--- src/rtl/ttl_74161.sv ---
// 74161-style synchronous presettable binary counter with asynchronous active-low clear.
// Define TTL_74161_MODULUS_EN to make the count wrap at MODULUS instead of 2^WIDTH.
module ttl_74161 #(
    parameter int WIDTH      = 4,
    parameter int MODULUS    = 10,
    parameter int DELAY_RISE = 0,
    parameter int DELAY_FALL = 0
) (
    input  logic             Clk,
    input  logic             Clear_bar,
    input  logic             Load_bar,
    input  logic             ENP,
    input  logic             ENT,
    input  logic [WIDTH-1:0] D,
    output logic [WIDTH-1:0] Q,
    output logic             RCO
);

    logic [WIDTH-1:0] q_q;
    logic [WIDTH-1:0] q_d;
    logic [WIDTH-1:0] q_next;
    logic             rco_d;

    if (MODULUS < 2) begin : g_bad_modulus_low
        $error("ttl_74161: MODULUS must be at least 2");
    end

`ifdef TTL_74161_MODULUS_EN
    if (MODULUS > (1 << WIDTH)) begin : g_bad_modulus_high
        $error("ttl_74161: MODULUS exceeds 2^WIDTH");
    end

    localparam logic [WIDTH-1:0] TERM = WIDTH'(MODULUS - 1);

    // A loaded value above the terminal count also wraps to 0 on the next count.
    assign q_next = (q_q >= TERM) ? '0 : q_q + WIDTH'(1);
`else
    localparam logic [WIDTH-1:0] TERM = '1;

    assign q_next = q_q + WIDTH'(1);
`endif

    always_comb begin
        q_d = q_q;
        if (!Load_bar) begin
            q_d = D;
        end else if (ENP && ENT) begin
            q_d = q_next;
        end
    end

    always_ff @(posedge Clk or negedge Clear_bar) begin
        if (!Clear_bar) begin
            q_q <= '0;
        end else begin
            q_q <= q_d;
        end
    end

    assign rco_d = ENT && (q_q == TERM);

    // Output delay is a simulation model of the part; synthesis ignores it.
    if (DELAY_RISE == DELAY_FALL) begin : g_out_sym
        assign #(DELAY_RISE) {Q, RCO} = {q_q, rco_d};
    end else begin : g_out_asym
        assign #(DELAY_RISE, DELAY_FALL) {Q, RCO} = {q_q, rco_d};
    end

endmodule
--- config.mk ---
export PLATFORM = sky130hd
export DESIGN_NAME = ttl_74161
export DESIGN_NICKNAME = d
export VERILOG_FILES = /design/src/rtl/ttl_74161.sv
export SDC_FILE = /design/constraint.sdc
export NUM_CORES = 1
export LEC_CHECK = 0
export BUFFER_PORTS_ARGS = -buffer_cell sky130_fd_sc_hd__buf_4
export CORE_AREA = 2 2 39 41
export DETAILED_ROUTE_END_ITERATION = 16
export DIE_AREA = 0 0 41 43
export SYNTH_ARGS = -nofsm -noshare
export SYNTH_HDL_FRONTEND = slang
export SYNTH_SLANG_ARGS = --single-unit --ignore-timing --ignore-initial --compat-mode --unroll-limit 50000
--- constraint.sdc ---
create_clock -name Clk -period 1.2 [get_ports Clk]
set_input_delay 0.06 -clock Clk [delete_from_list [all_inputs] [get_ports Clk]]
set_output_delay 0.06 -clock Clk [all_outputs]
set_load 0.02 [all_outputs]
# After elaboration in Yosys (flattened, before gate mapping)
# Index checks and enable logic that the tools add are counted.
# W data, S select, Z words.
# op_classes
n_mul	0
n_lt_le_gt_ge	0
div	0
n_reduce_logical	2
shift	0
n_bitwise	0
add_sub_neg	1
eq_ne	2
n_mux	2
# ops
operator	count
$mux W4	2
$add A4 B1 Y4 const B	1
$eq A4 B4 Y1 const B	1
$logic_and A1 B1 Y1	2
$ne A2 B1 Y1 const B	1
# word_totals
mem_bits_ro	0
wordCells	8
ff_bits	4
inputBits	9
out_inout_bits	5
ram_bits	0
latchBits	0
n_memories	0

# Logic depth before layout (Yosys ltp)
# depth
word_depth	3
ltp_mapped	4
depth_no_buf	4

# Least setup slack after synthesis
# Ideal clock, no wire load.
# synth_timing
path_kind	reg2reg
startpoint	register q_q[0] (netlist: Q[0])
endpoint	register q_q[2] (netlist: Q[2])
period_less_slack_ps	1127
path_stages_with_launch	5
path_buffers	0
t_required_ps	1067
t_arrival_ps	993
path_slack_ps	73
path_cell_list	dfrtp_1 -> ha_1 -> nand3_1 -> xor2_1 -> a21oi_1
# synth_via
elab_chain_cells	3
# synth_rtl
item	line	source
start, declared	19	logic [WIDTH-1:0] q_q;
start signal, assigned	56	q_q <= q_d;
$add A4 B1 Y4	40	assign q_next = q_q + WIDTH'(1);
$mux W4	47	end else if (ENP && ENT) begin
$mux W4	45	if (!Load_bar) begin
# No other way between the ends. The select of a mux whose other input is x is not followed.
# A chain may end at the register's enable or synchronous reset.

# Worst setup path after layout
# layout_timing
startpoint	register q_q[0] (netlist: Q[0])
endpoint	output port RCO
# layout_via
elab_chain_cells	2
# layout_rtl
item	line	source
$eq A4 B4 Y1	60	assign rco_d = ENT && (q_q == TERM);
$logic_and A1 B1 Y1	60	
end, declared	16	output logic RCO
# No other way between the ends.

==> flow_summary_export.csv <==
group,metric,value,unit
critical_path,worst_path_largest_cell_delay,0.37,ns
timing,final.hold.worst_slack,0.0563,ns
logic_synthesis,post_synth_and_or_nand_nor_area_fraction,21.8,%
timing,final_period_minus_worst_setup_slack,1.14,ns
hold_path,hold_path_cell_cnt,2,
die,placeableCoreArea,0.00138,mm²
logic_synthesis,post_synth_fa_ha_maj_area_fraction,5.75,%
clock_tree,cts_num_sinks,4,
critical_path,path_delay_family,"flip-flops",
die,initial_core_util,15.7,%
logic_synthesis,largest_family_of_logic_cells_by_synthesized_area,"simple AND/OR/NAND/NOR gates",
place,placed_cell_area,332,µm²
grt,overall_track_demand_over_capacity_in_global_routing,7.36,%
logic_synthesis,synth_seq_cells,4,
grt,globalRouteOverflowTotal,0,
timing,fin_skew,0.00263,ns
critical_path,maximum_fanout_along_the_worst_path,2,
critical_path,cp_num_buf_inv,1,
detailed_routing,firstDrtPassIters,1,
logic_synthesis,yosys-mux-area-fraction,4.60,%
timing,setup_viol,0,
detailed_routing,route.vias.total,221,
power_and_ir_drop,ir_worst_vdd,0.000671,V
critical_path,critical_path.startpoint_type,"flop",
power_and_ir_drop,pwr-share-comb,30.5,%
grt,busiest_layer,"met2",
detailed_routing,drc,0,
clock_tree,htree_num_levels,1,
critical_path,endpoint_kind,"output pin",
detailed_routing,routedWlPerCell,8.82,µm
critical_path,timing.critical_path.cells,"ha_2, and4_4, buf_6",
logic_synthesis,synthesis.instances,23,
critical_path,worst_r2r_path_depth,4,
timing,fmax,874,MHz
logic_synthesis,synth.cell_area,218,µm²
cells_and_area,post-route-cell-area,387,µm²
timing,timing.final.crit_share,95.4,%
power_and_ir_drop,switching_share,27.9,%
clock_tree,numCtsBuffers,3,
logic_synthesis,synth_cell_type_count,13,
cells_and_area,drive_above_1_share,51.2,%
cells_and_area,filler_cell_count,156,
logic_synthesis,post_synth.cell_area_avg,9.47,µm²
grt,grt_pass1_wl,731,µm
grt,met3_usage,7.85,%
logic_synthesis,synth_compound_gate_area_share,12.1,%
clock_tree,clock_tree_from_tritoncts,"built",
flow_run,drv.max_cap_violation_count,0,
cells_and_area,flow.area_growth_from_synthesis,77.6,%
logic_synthesis,yosysWarnings,0,
cells_and_area,finalCoreUtilization,27.9,%
die,chipHeight,43,µm
logic_synthesis,postSynthNetCount,33,
power_and_ir_drop,power_leakage,0.180,nW
grt,antenna_violations_before_repair,0,
cells_and_area,num-nets-final,53,
power_and_ir_drop,pwr-share-clk,34.5,%
power_and_ir_drop,powerDensity,1220,mW/mm²
grt,grt_use_met1,7.17,%
power_and_ir_drop,p_int,0.000340,W
critical_path,cp_slowest_cell,"dfrtp_1",
detailed_routing,drtIter0Drc,0,
die,die_footprint,0.00176,mm²
hold_path,hp-class,"in -> reg",
clock_tree,cts_root_buf,"clkbuf_4",
die,chipWidth,41,µm
timing,drv_slew,0,
timing,slew_worst_pin,0.124,ns
grt,met2_usage,8.44,%
critical_path,worst-endpoint-required,1.14,ns
clock_tree,clock_latency,0.24,ns
detailed_routing,detail-route-antenna-nets,0,
cells_and_area,final_antenna_diode_count,0,
critical_path,worst-endpoint-arrival,1.08,ns
logic_synthesis,synth-xor-area-share,8.05,%
timing,unrepaired_setup_endpoints_after_global_routing,"no",
grt,first_global_vias,187,
grt,grt_max_degree,9,
power_and_ir_drop,net-switching-power,0.000131,W
timing,fin_setup_tns,0,ns
critical_path,crit_cells,3,
timing,finalHoldViolations,0,
power_and_ir_drop,pwr-share-seq,35.0,%
die,top_level_ports,14,
critical_path,criticalPathCategory,"reg -> out",
place,gp_congestion,0.695,
place,port-buffer-count,13,
clock_tree,clk_path_buf_depth,2,
detailed_routing,detail_route.vias_per_cell,3.88,
cells_and_area,largest_register_ffs,4,
timing,slew_headroom,91.5,%
logic_synthesis,synth_sequential_area_ratio,46.0,%
status,run_status,"finished, final reports clean",
detailed_routing,wl,503,µm
die,rows,14,
clock_tree,path_clk_slew,0.03,ns
==> path summary, 6_finish.rpt <==
check | startpoint | endpoint | slack [ns]
worst max-delay path | Q[0]$_DFFE_PN0P_ | RCO | 0.06
worst min-delay path | Load_bar | Q[1]$_DFFE_PN0P_ | 0.06
worst max register to register | Q[0]$_DFFE_PN0P_ | Q[3]$_DFFE_PN0P_ | 0.10
worst min register to register | Q[3]$_DFFE_PN0P_ | Q[3]$_DFFE_PN0P_ | 0.61
max in group asynchronous | Clear_bar | Q[1]$_DFFE_PN0P_ | 0.94
min in group asynchronous | Clear_bar | Q[2]$_DFFE_PN0P_ | 0.16
==> area by class of cell <==
type                            count  area [µm²]  area share (%)
Timing Repair Buffer               16         126            32.7
Clock buffer                        3        22.5            5.83
Sequential cell                     4         100            25.9
Multi-Input combinational cell     18         118            30.4
Tap cell                           16        20.0            5.18
==> kinds of logic after synthesis <==
group	Yosys count
mux	1
flops	4
buf+inv	1
simple gates	9
fa+ha+maj	1
xor+xnor	2
compound gates	5
==> synthesized netlist by cell type, drive strengths merged <==
cell    n  area share [%]
clkbuf  1             1.7
a21oi   3             6.9
mux2i   1             4.6
ha      1             5.7
nand3   2             4.6
xor2    2             8.0
and4    1             4.6
o21ai   1             2.3
nand2   1             2.9
or3     1             2.9
nor2    4             6.9
dfrtp   4              46
a31oi   1             2.9
==> repair_timing <==
item / CTS / global route
setup buffers: 2 / 0
resized for setup: 3 / 0
setup endpoints to repair: 1 / 1
endpoints found under the hold margin: 4 / 0
pin swaps: 1 / 2
hold buffers: 1 / 0
==> cell usage in the layout, fill, tap and decap left out, types with 2 or more instances in the layout <==
cell type,n
nand3_1,2
buf_4,14
clkbuf_4,3
a21oi_1,3
xor2_1,2
nor2_1,4
dfrtp_1,4
==> power groups by stage <==
stage,Clock (W),Sequential [W],Combinational [W]
finish,0.000162,0.000165,0.000143
global route,0.000184,0.000167,0.000159
CTS,0.000170,0.000165,0.000147
detailed placement,0,0.000171,0.000122
global placement,0,0.000170,0.000122
floorplan,0,0.000188,0.0000431
==> metal layers <==
layer / vias up / part of all wire [%]
met2: 12 / 44
met4: 0 / 2.6
met1: 87 / 40
met3: 2 / 13
li1: 120 / -
met5: - / 0
==> stage by stage <==
stage | power (W) | setup slack (ns) | instances
after global placement | 0.000292 | 0.137 | 51
after CTS | 0.000482 | 0.0294 | 57
final | 0.000471 | 0.0557 | 57
after detailed placement | 0.000294 | 0.119 | 51
after floorplan | 0.000231 | 0.0735 | 23
after global routing | 0.000511 | 0.00925 | 57
No activity file was read; power rests on OpenSTA's default activity.
